`src/rtl/spi_ss_sequencer.sv`:
```
// Round-robin slave-select sequencer: shares one single-SS SPI master among NUM_SS
// clients and enforces select setup, hold, inter-frame gap and transfer timeout.
module spi_ss_sequencer #(
    parameter int NUM_SS      = 5,
    parameter int CMD_W       = 16,
    parameter int SETUP_CYC   = 2,
    parameter int GAP_CYC     = 4,
    parameter int TIMEOUT_CYC = 1024
) (
    input  logic                      clk,
    input  logic                      rst,
    input  logic [NUM_SS-1:0]         req,
    input  logic [NUM_SS*CMD_W-1:0]   cmd_in,
    output logic [NUM_SS-1:0]         ack,
    output logic [NUM_SS-1:0]         err,
    output logic [CMD_W-1:0]          rd_data,
    output logic [CMD_W-1:0]          SPI_cmd,
    output logic                      wrt_SPI,
    input  logic                      SPI_done,
    input  logic [CMD_W-1:0]          SPI_data_out,
    output logic [NUM_SS-1:0]         ss_n,
    output logic                      busy
);

    localparam int IDX_W = $clog2(NUM_SS);
    localparam int SET_W = $clog2(SETUP_CYC + 1);
    localparam int GAP_W = $clog2(GAP_CYC + 1);
    localparam int TMO_W = $clog2(TIMEOUT_CYC + 1);

    localparam logic [SET_W-1:0]  SET_LAST = SET_W'(SETUP_CYC - 1);
    localparam logic [SET_W-1:0]  SET_INC  = SET_W'(1);
    localparam logic [GAP_W-1:0]  GAP_LAST = GAP_W'(GAP_CYC - 1);
    localparam logic [GAP_W-1:0]  GAP_INC  = GAP_W'(1);
    localparam logic [TMO_W-1:0]  TMO_LAST = TMO_W'(TIMEOUT_CYC - 1);
    localparam logic [TMO_W-1:0]  TMO_INC  = TMO_W'(1);
    localparam logic [NUM_SS-1:0] SS_ONE   = {{(NUM_SS-1){1'b0}}, 1'b1};

    typedef enum logic [2:0] {
        ST_IDLE  = 3'd0,
        ST_SETUP = 3'd1,
        ST_XFER  = 3'd2,
        ST_HOLD  = 3'd3,
        ST_GAP   = 3'd4
    } state_t;

    state_t              state_q, state_d;
    logic [IDX_W-1:0]    idx_q, idx_d;
    logic [IDX_W-1:0]    rr_ptr_q, rr_ptr_d;
    logic [SET_W-1:0]    setup_cnt_q, setup_cnt_d;
    logic [GAP_W-1:0]    gap_cnt_q, gap_cnt_d;
    logic [TMO_W-1:0]    tmo_cnt_q, tmo_cnt_d;
    logic [NUM_SS-1:0]   ss_n_q, ss_n_d;
    logic [NUM_SS-1:0]   ack_q, ack_d;
    logic [NUM_SS-1:0]   err_q, err_d;
    logic                wrt_q, wrt_d;
    logic                busy_q, busy_d;
    logic [CMD_W-1:0]    cmd_q, cmd_d;
    logic [CMD_W-1:0]    rd_q, rd_d;
    logic                grant_vld_s;
    logic [IDX_W-1:0]    grant_idx_s;

    function automatic logic [IDX_W-1:0] wrap_add(input logic [IDX_W-1:0] base, input int off);
        int sum;
        sum = int'(base) + off;
        if (sum >= NUM_SS) begin
            sum = sum - NUM_SS;
        end else begin
            sum = sum;
        end
        return IDX_W'(sum);
    endfunction

    // Round-robin pick: scanning from the far end lets the nearest requester win.
    always_comb begin
        grant_vld_s = |req;
        grant_idx_s = rr_ptr_q;
        for (int j = NUM_SS - 1; j >= 0; j--) begin
            grant_idx_s = req[wrap_add(rr_ptr_q, j)] ? wrap_add(rr_ptr_q, j) : grant_idx_s;
        end
    end

    // Frame sequencing and next values of every registered output.
    always_comb begin
        state_d     = state_q;
        idx_d       = idx_q;
        rr_ptr_d    = rr_ptr_q;
        setup_cnt_d = setup_cnt_q;
        gap_cnt_d   = gap_cnt_q;
        tmo_cnt_d   = tmo_cnt_q;
        ss_n_d      = ss_n_q;
        ack_d       = {NUM_SS{1'b0}};
        err_d       = {NUM_SS{1'b0}};
        wrt_d       = 1'b0;
        cmd_d       = cmd_q;
        rd_d        = rd_q;
        case (state_q)
            ST_IDLE: begin
                if (grant_vld_s) begin
                    state_d     = ST_SETUP;
                    idx_d       = grant_idx_s;
                    rr_ptr_d    = wrap_add(grant_idx_s, 1);
                    cmd_d       = cmd_in[int'(grant_idx_s)*CMD_W +: CMD_W];
                    ss_n_d      = ~(SS_ONE << grant_idx_s);
                    setup_cnt_d = {SET_W{1'b0}};
                end else begin
                    ss_n_d = {NUM_SS{1'b1}};
                end
            end
            ST_SETUP: begin
                if (setup_cnt_q == SET_LAST) begin
                    state_d   = ST_XFER;
                    wrt_d     = 1'b1;
                    tmo_cnt_d = {TMO_W{1'b0}};
                end else begin
                    setup_cnt_d = setup_cnt_q + SET_INC;
                end
            end
            ST_XFER: begin
                // A done arriving on the timeout cycle still counts as success.
                if (SPI_done) begin
                    rd_d    = SPI_data_out;
                    ack_d   = SS_ONE << idx_q;
                    state_d = ST_HOLD;
                end else if (tmo_cnt_q == TMO_LAST) begin
                    err_d   = SS_ONE << idx_q;
                    state_d = ST_HOLD;
                end else begin
                    tmo_cnt_d = tmo_cnt_q + TMO_INC;
                end
            end
            ST_HOLD: begin
                ss_n_d    = {NUM_SS{1'b1}};
                gap_cnt_d = {GAP_W{1'b0}};
                state_d   = ST_GAP;
            end
            ST_GAP: begin
                if (gap_cnt_q == GAP_LAST) begin
                    state_d = ST_IDLE;
                end else begin
                    gap_cnt_d = gap_cnt_q + GAP_INC;
                end
            end
            default: begin
                state_d = ST_IDLE;
                ss_n_d  = {NUM_SS{1'b1}};
            end
        endcase
        busy_d = (state_d != ST_IDLE);
    end

    // State and output registers with synchronous reset.
    always_ff @(posedge clk) begin
        if (rst) begin
            state_q     <= ST_IDLE;
            idx_q       <= {IDX_W{1'b0}};
            rr_ptr_q    <= {IDX_W{1'b0}};
            setup_cnt_q <= {SET_W{1'b0}};
            gap_cnt_q   <= {GAP_W{1'b0}};
            tmo_cnt_q   <= {TMO_W{1'b0}};
            ss_n_q      <= {NUM_SS{1'b1}};
            ack_q       <= {NUM_SS{1'b0}};
            err_q       <= {NUM_SS{1'b0}};
            wrt_q       <= 1'b0;
            busy_q      <= 1'b0;
            cmd_q       <= {CMD_W{1'b0}};
            rd_q        <= {CMD_W{1'b0}};
        end else begin
            state_q     <= state_d;
            idx_q       <= idx_d;
            rr_ptr_q    <= rr_ptr_d;
            setup_cnt_q <= setup_cnt_d;
            gap_cnt_q   <= gap_cnt_d;
            tmo_cnt_q   <= tmo_cnt_d;
            ss_n_q      <= ss_n_d;
            ack_q       <= ack_d;
            err_q       <= err_d;
            wrt_q       <= wrt_d;
            busy_q      <= busy_d;
            cmd_q       <= cmd_d;
            rd_q        <= rd_d;
        end
    end

    assign ack     = ack_q;
    assign err     = err_q;
    assign rd_data = rd_q;
    assign SPI_cmd = cmd_q;
    assign wrt_SPI = wrt_q;
    assign ss_n    = ss_n_q;
    assign busy    = busy_q;

endmodule
```
`config.mk`:
```
export PLATFORM = sky130hd
export DESIGN_NAME = spi_ss_sequencer
export DESIGN_NICKNAME = d
export VERILOG_FILES = /design/src/rtl/spi_ss_sequencer.sv
export SDC_FILE = /design/constraint.sdc
export NUM_CORES = 1
export LEC_CHECK = 0
export CAP_MARGIN = 0
export CORE_MARGIN = 1
export CORE_UTILIZATION = 43
export DETAILED_ROUTE_END_ITERATION = 16
export GPL_TIMING_DRIVEN = 0
export HOLD_SLACK_MARGIN = 0.05
export PLACE_DENSITY = 0.87
export SLEW_MARGIN = 20
export SYNTH_ARGS = -nofsm -noshare
export SYNTH_HDL_FRONTEND = slang
export SYNTH_SLANG_ARGS = --single-unit
```
`constraint.sdc`:
```
create_clock -name clk -period 4.6 [get_ports clk]
set_input_delay 0.92 -clock clk [delete_from_list [all_inputs] [get_ports clk]]
set_output_delay 0.92 -clock clk [all_outputs]
set_load 0.02 [all_outputs]
```
==> results.md, run 1 <==
* Synth area leader: dfxtp_1
* Worst Path Max Fanout at 16
* Largest family of logic cells by synthesized area: compound AO/OA/AOI/OAI gates
* # IOs at 153
* Final setup violation count at 0
* Fin crit period at 4.413 ns
* Global-route wire length before repair at 22730 microns
* Register clock-pin slew on the reported worst setup and hold paths at 0.08 ns
* Setup CP Type: reg -> reg
* Hold depth at 2
* IO Port Bufs at 149
* Worst IR drop on VDD at 838.4 uV
* Switching Share at 0.4449
* Vias in the first global route at 4787
* Sequential share of the synthesized area at 0.3070
* Latest clock arrival within the worst-skew pair at 0.35 ns
* Internal cell power at 2615 uW
* Post-synthesis simple-gate area fraction at 0.2191
* Drt first pass iters at 5
* GPL Wtd Cong at 0.9223
* Clock tree buffer depth at 2
* ANT cells at 0
* Syn nets at 700
* Final hold vios at 0
* Grt total ovfl at 0
* Final setup skew at 0.01056 ns
* Crit. End Element: flop
* Post-synthesis compound-gate area fraction at 0.2460
* FF+latch count, synth at 74
* Synth Area in Adders at 0.05341
* Overall global routing resource usage at 0.2459
* Post-Syn Instances at 576
* Overall routed net length at 14770 microns
* RSZ-0062 raised after global routing: false
* Share of layout cells above drive strength 1 at 0.1211
* Leak pwr at 0.002503 uW
* DR vias at 4991
* EDFF count, synth at 0
* CP Launch Type: flop
* Mux cell area share after synthesis at 0.09334
* Synth warn at 0
* Clk pwr share at 0.114
* Post-synthesis async set-or-reset flop share at 0
* Mapped cell area at 4826 sq um
* CTS buffer count at 9
* Sink Count at 74
* Tcrit/Tclk final at 0.9593
* Clk root buf: clkbuf_8
* Count leader, synth: dfxtp_1
* Worst-Margin Slew at 0.6763 ns
* Syn avg cell area at 8.378 sq um
* Layout Cells excl Fill at 883
* Avg WL per Cell at 16.72 microns
* WP data required at 4.81 ns
* CTS tree: done
* Register share of total power at 0.173
* Area growth from synthesis to layout at 41.22%
* Initial Util at 0.4432
* Maxcap violations at 0
* Post-route DRC at 0
* Die X at 107.9 microns
* Synth Flop Type: dfxtp_1
* Fmax achieved at 226.6 MHz
* Vias per cell at 5.652
* Share of the synthesized area in the top cell type at 0.3070
* Outcome: finished clean
* DR iter-0 viols at 351
* Utilization after layout at 0.6259
* Synth top area cells: dfxtp_1 31%, mux2i_1 7.5%, a21oi_1 6.1%
* Slew HR at 0.5491
* Hold Path Class: reg -> reg
* PwrDens at 691.3 nW/um^2
* Placed insts at 865
* Die ar. at 11650 sq um
* Slew Limit Fails at 0
* Core ar. at 10890 sq um
* Largest net degree at the start of global routing at 17
* Post-Synth XOR/XNOR Area at 0.01996
* Switching pwr at 2096 uW
* CTS HTree Levels at 3
* Pwr Total at 4711 uW
* Register-to-Register Path Depth at 18
* Hold-fix buffers, CTS at 0
* Die H at 107.9 microns
* DRT antenna net count at 0
* Row count at 38
* Arr. time, crit path at 4.63 ns
* Yosys cell types at 76
* Synth top cells by count: 74 x dfxtp_1, 62 x nor2_1, 59 x a21oi_1
* Post-DP HPWL at 11540 microns
* Final nets at 864
* Antenna violations before repair at 0
* Combinational power share at 0.712
==> power groups by stage <==
stage / logic (uW) / clock network (uW) / registers (uW)
after global placement: 3120 / 0 / 824
after floorplan: 2350 / 0 / 895
final: 3360 / 539 / 816
after detailed placement: 3200 / 0 / 827
after global routing: 3620 / 576 / 828
after CTS: 3280 / 548 / 815
==> cell families (layout without fill, tap and decap cells) <==
family | count (synthesis) | in the layout
fa+ha+maj | 20 | 20
compound gates | 160 | 160
simple gates | 213 | 213
buf+inv | 55 | 222
mux | 43 | 43
xor+xnor | 11 | 11
flops | 74 | 74
==> critical path, cell delays in order (launching register included) <==
cell        delay (ns)
dfxtp_2           0.39
buf_12            0.17
clkinvlp_4        0.13
ha_1              0.24
inv_1             0.08
fa_1              0.45
o21ai_2           0.16
mux2_2            0.37
mux2_2            0.27
a22oi_2           0.21
nand4b_1          0.16
a22o_4            0.28
inv_6             0.11
buf_8             0.17
ha_2              0.22
ha_1              0.26
or3_1             0.38
o211ai_1          0.13
a21oi_1           0.10
==> area by class of cell <==
class,count,area (sq um)
clock inverters,3,65.06
fillers,913,4073
well taps,140,175.2
clock buffers,11,141.4
multi-input cells,447,3103
inverters,15,81.33
repair buffers,155,1536
flip-flops and latches,74,1484
plain buffers,38,229.0
==> metal layers <==
| layer | part of all wire | global-route usage | vias to the layer above |
|---|---|---|---|
| li1 | - | - | 2420 |
| met1 | 0.41 | 0.2816 | 2368 |
| met2 | 0.50 | 0.4399 | 188 |
| met3 | 0.079 | 0.06751 | 15 |
| met4 | 0.016 | 0.07828 | 0 |
| met5 | 0 | 0 | - |
==> flip-flops by register name, indices dropped and copies added (netlist names) <==
| name | flops |
|---|---|
| idx_q | 3 |
| rr_ptr_q | 3 |
| ack | 5 |
| wrt_SPI | 1 |
| state_q | 3 |
| SPI_cmd | 16 |
| err | 5 |
| setup_cnt_q | 2 |
| busy | 1 |
| rd_data | 16 |
| tmo_cnt_q | 11 |
| ss_n | 5 |
| gap_cnt_q | 3 |
==> cell usage in the layout, fill, tap and decap left out, types with 9 or more instances in the layout <==
cell             count
nor3_1              14
inv_1               11
o22a_1              16
nand3_1             10
a211oi_2            14
nand2b_1            13
o21ai_0              9
a21oi_1             59
and3_1               9
buf_4               11
clkdlybuf4s50_1    149
mux2i_1             36
ha_1                18
clkbuf_1            21
nor2_1              62
clkbuf_8            10
nand2_1             57
dfxtp_1             72
==> stage by stage <==
step | cell area, sq um | setup TNS (ns) | hold slack, ns | setup slack (ns)
floorplan | 4826 | 0 | 0.4492 | 0.2817
global placement | 6492 | -0.4347 | 0.4423 | -0.2671
detailed placement | 6492 | -0.8079 | 0.4496 | -0.3706
CTS | 6740 | 0 | 0.4599 | 0.08496
global route | 6815 | 0 | 0.4809 | 0.01400
finish | 6815 | 0 | 0.4573 | 0.1873
==> path summary, 6_finish.rpt <==
check	from	endpoint	slack (ns)
worst max-delay path	rr_ptr_q[0]	rr_ptr_q[0]	0.19
worst min-delay path	rd_data[6]	rd_data[6]	0.46
worst max register to register	rr_ptr_q[0]	rr_ptr_q[0]	0.19
worst min register to register	rd_data[6]	rd_data[6]	0.46
==> what timing repair did <==
item                                    4_1_cts  5_1_grt
pin swaps                                     2        1
endpoints found under the setup margin        3       13
resized for setup                             8       13
setup buffers                                 3        3
Note: power is estimated with default switching activity, not from simulation.
==> run 2, diff against run 1 <==
--- a/config.mk
+++ b/config.mk
@@ -12,6 +12,7 @@
 export GPL_TIMING_DRIVEN = 0
 export HOLD_SLACK_MARGIN = 0.05
 export PLACE_DENSITY = 0.87
+export REMOVE_ABC_BUFFERS = 1
 export SLEW_MARGIN = 20
 export SYNTH_ARGS = -nofsm -noshare
 export SYNTH_HDL_FRONTEND = slang
==> results.md, run 2 (same netlist as run 1, synthesis figures left out) <==
* Row count at 38 (unchanged)
* CP max-delay cell: dfxtp_4 (was fa_1)
* Tcrit/Tclk final at 0.9560 (was 0.9593)
* CP top delay family: adder cells (unchanged)
* Die X at 107.9 microns (unchanged)
* Fill cell count at 918 (was 913)
* Hold Path Class: reg -> reg (unchanged)
* PnR worst setup slack at 0.2023 ns (was 0.1873 ns)
* Avg WL per Cell at 16.54 microns (was 16.72 microns)
* Setup CP Type: reg -> reg (unchanged)
* Levels on crit path at 16 (was 18)
* Slew Limit Fails at 0 (unchanged)
* Maxcap violations at 0 (unchanged)
* Hold-fix buffers, CTS at 0 (unchanged)
* CTS HTree Levels at 3 (unchanged)
* Worst r2r dst: rr_ptr_q[0] (unchanged)
* DR iter-0 viols at 298 (was 351)
* Crit path from: rr_ptr_q[0] (unchanged)
* Drt first pass iters at 5 (unchanged)
* Crit. End Element: flop (unchanged)
* Worst R2R Setup Slack at 0.20 ns (was 0.19 ns)
* Post-route DRC at 0 (unchanged)
* Grt total ovfl at 0 (unchanged)
* Initial Util at 0.4432 (unchanged)
* Worst Path Max Fanout at 11 (was 16)
* Switching pwr at 2079 uW (was 2096 uW)
* WHS at 0.4615 ns (was 0.4573 ns)
* Die ar. at 11650 sq um (unchanged)
* # IOs at 153 (unchanged)
* Final nets at 833 (was 864)
* Leak pwr at 0.002427 uW (was 0.002503 uW)
* CP Launch Type: flop (unchanged)
* ANT cells at 0 (unchanged)
* CTS buffer count at 9 (unchanged)
* Sequence of cells on the critical path: clkinvlp_4 > ha_1 > inv_1 > fa_1 > o21ai_1 > mux2_2 > mux2_2 > a22oi_1 > a311o_1 > o311a_4 > clkinv_8 > ha_1 > ha_1 > or3_1 > o211ai_1 > a21oi_1 (was buf_12 > clkinvlp_4 > ha_1 > inv_1 > fa_1 > o21ai_2 > mux2_2 > mux2_2 > a22oi_2 > nand4b_1 > a22o_4 > inv_6 > buf_8 > ha_2 > ha_1 > or3_1 > o211ai_1 > a21oi_1)
* Final hold vios at 0 (unchanged)
* Register share of total power at 0.185 (was 0.173)
* Arr. time, crit path at 4.63 ns (about the same)
* Overall routed net length at 14130 microns (was 14770 microns)
* Commonest non-fill, non-tap cell in the layout: clkdlybuf4s50_1 (unchanged)
* CTS tree: done (unchanged)
* Latest clock arrival within the worst-skew pair at 0.35 ns (about the same)
* Worst IR drop on VDD at 555.2 uV (was 838.4 uV)
* WP buf/inv at 3 (was 5)
* Overall global routing resource usage at 0.2400 (was 0.2459)
* DP Worst Slack at -0.7742 ns (was -0.3706 ns)
* Pwr Total at 4572 uW (was 4711 uW)
* Crit path top cell by count: ha_1
* Share of layout cells above drive strength 1 at 0.1078 (was 0.1211)
* CP max stage delay at 0.46 ns (was 0.45 ns)
* Register clock-pin slew on the reported worst setup and hold paths at 0.08 ns (about the same)
* Core ar. at 10890 sq um (unchanged)
* Largest net degree at the start of global routing at 37 (was 17)
* DR vias at 4875 (was 4991)
* Fmax achieved at 227.4 MHz (was 226.6 MHz)
* Utilization after layout at 0.6118 (was 0.6259)
* FF-to-FF Start: rr_ptr_q[0] (unchanged)
* Clock tree buffer depth at 2 (unchanged)
* PwrDens at 686.4 nW/um^2 (was 691.3 nW/um^2)
* DRT antenna net count at 0 (unchanged)
* Final setup skew at 0.01694 ns (was 0.01056 ns)
* Combinational power share at 0.689 (was 0.712)
* Antenna violations before repair at 0 (unchanged)
* Vias per cell at 5.708 (was 5.652)
* Register-to-Register Path Depth at 16 (was 18)
* IO Port Bufs at 152 (was 149)
* Slew HR at 0.3715 (was 0.5491)
* Internal cell power at 2493 uW (was 2615 uW)
* Global-route wire length before repair at 22270 microns (was 22730 microns)
* GPL Wtd Cong at 0.9236 (was 0.9223)
* WP data required at 4.83 ns (was 4.81 ns)
* Worst setup path endpoint: rr_ptr_q[0] (unchanged)
* Die H at 107.9 microns (unchanged)
* Worst-Margin Slew at 0.9427 ns (was 0.6763 ns)
* Sink Count at 74 (unchanged)
* Final setup violation count at 0 (unchanged)
* Outcome: finished clean (unchanged)
* Switching Share at 0.4548 (was 0.4449)
* Area growth from synthesis to layout at 38.03% (was 41.22%)
* Post-DP HPWL at 10230 microns (was 11540 microns)
* Clk root buf: clkbuf_8 (unchanged)
* Fin crit period at 4.398 ns (was 4.413 ns)
* Vias in the first global route at 4886 (was 4787)
* Clk pwr share at 0.126 (was 0.114)
* Commonest cells after routing, fill and taps aside: 151 x clkdlybuf4s50_1, 71 x dfxtp_1, 62 x nor2_1, 59 x a21oi_1, 57 x nand2_1 (was 149 x clkdlybuf4s50_1, 72 x dfxtp_1, 62 x nor2_1, 59 x a21oi_1, 57 x nand2_1)
-- run 2: per-stage QoR --
step	cells	TNS [ns]	instance area, sq um
final	854	0	6661
after detailed placement	830	-11.72	6330
after global placement	828	-23.37	6299
after global routing	854	-0.03868	6661
after CTS	849	0	6611
after floorplan	536	-2.268	4602
-- run 2: worst min path at each step --
stage	from	endpoint	cells past startpoint
floorplan	tmo_cnt_q[1]	tmo_cnt_q[1]	2
global placement	rd_data[6]	rd_data[6]	2
detailed placement	rd_data[6]	rd_data[6]	2
CTS	rd_data[3]	rd_data[3]	2
global route	rd_data[10]	rd_data[10]	2
finish	rd_data[15]	rd_data[15]	2
-- run 2: layout make-up --
class,instances,area [sq um],area share
Clock inverter,5,85.08,0.01277
Tap cell,140,175.2,0.02630
Timing Repair Buffer,161,1604,0.2408
Clock buffer,11,141.4,0.02122
Timing Repair inverter,1,8.758,0.001315
Multi-Input combinational cell,447,3074,0.4615
Inverter,15,85.08,0.01277
Sequential cell,74,1488,0.2233
-- run 2: tightest hold or removal path: stages (launching register included) --
cell	delay, ns
dfxtp_1	0.31
nand2_1	0.05
a21oi_1	0.05
-- run 2: power by group through the flow --
stage | sequential [uW] | combinational [uW] | clock [uW]
after floorplan | 928 | 2090 | 0
after CTS | 842 | 3040 | 588
final | 846 | 3150 | 574
after detailed placement | 876 | 2890 | 0
after global routing | 857 | 3410 | 617
after global placement | 868 | 2770 | 0
-- run 2: timing repair --
| action | 4_1_cts | 5_1_grt |
|---|---|---|
| gates cloned | 1 | 0 |
| endpoints found under the setup margin | 23 | 3 |
| setup buffers | 2 | 5 |
| gates resized for setup | 8 | 4 |
-- run 2: routing by layer --
metal | up-vias | GRT usage | wire (microns)
met2 | 225 | 0.4318 | 6950
met1 | 2260 | 0.2629 | 5511
met5 | - | 0 | 0
met4 | 0 | 0.1204 | 382
li1 | 2362 | - | -
met3 | 28 | 0.05485 | 1284
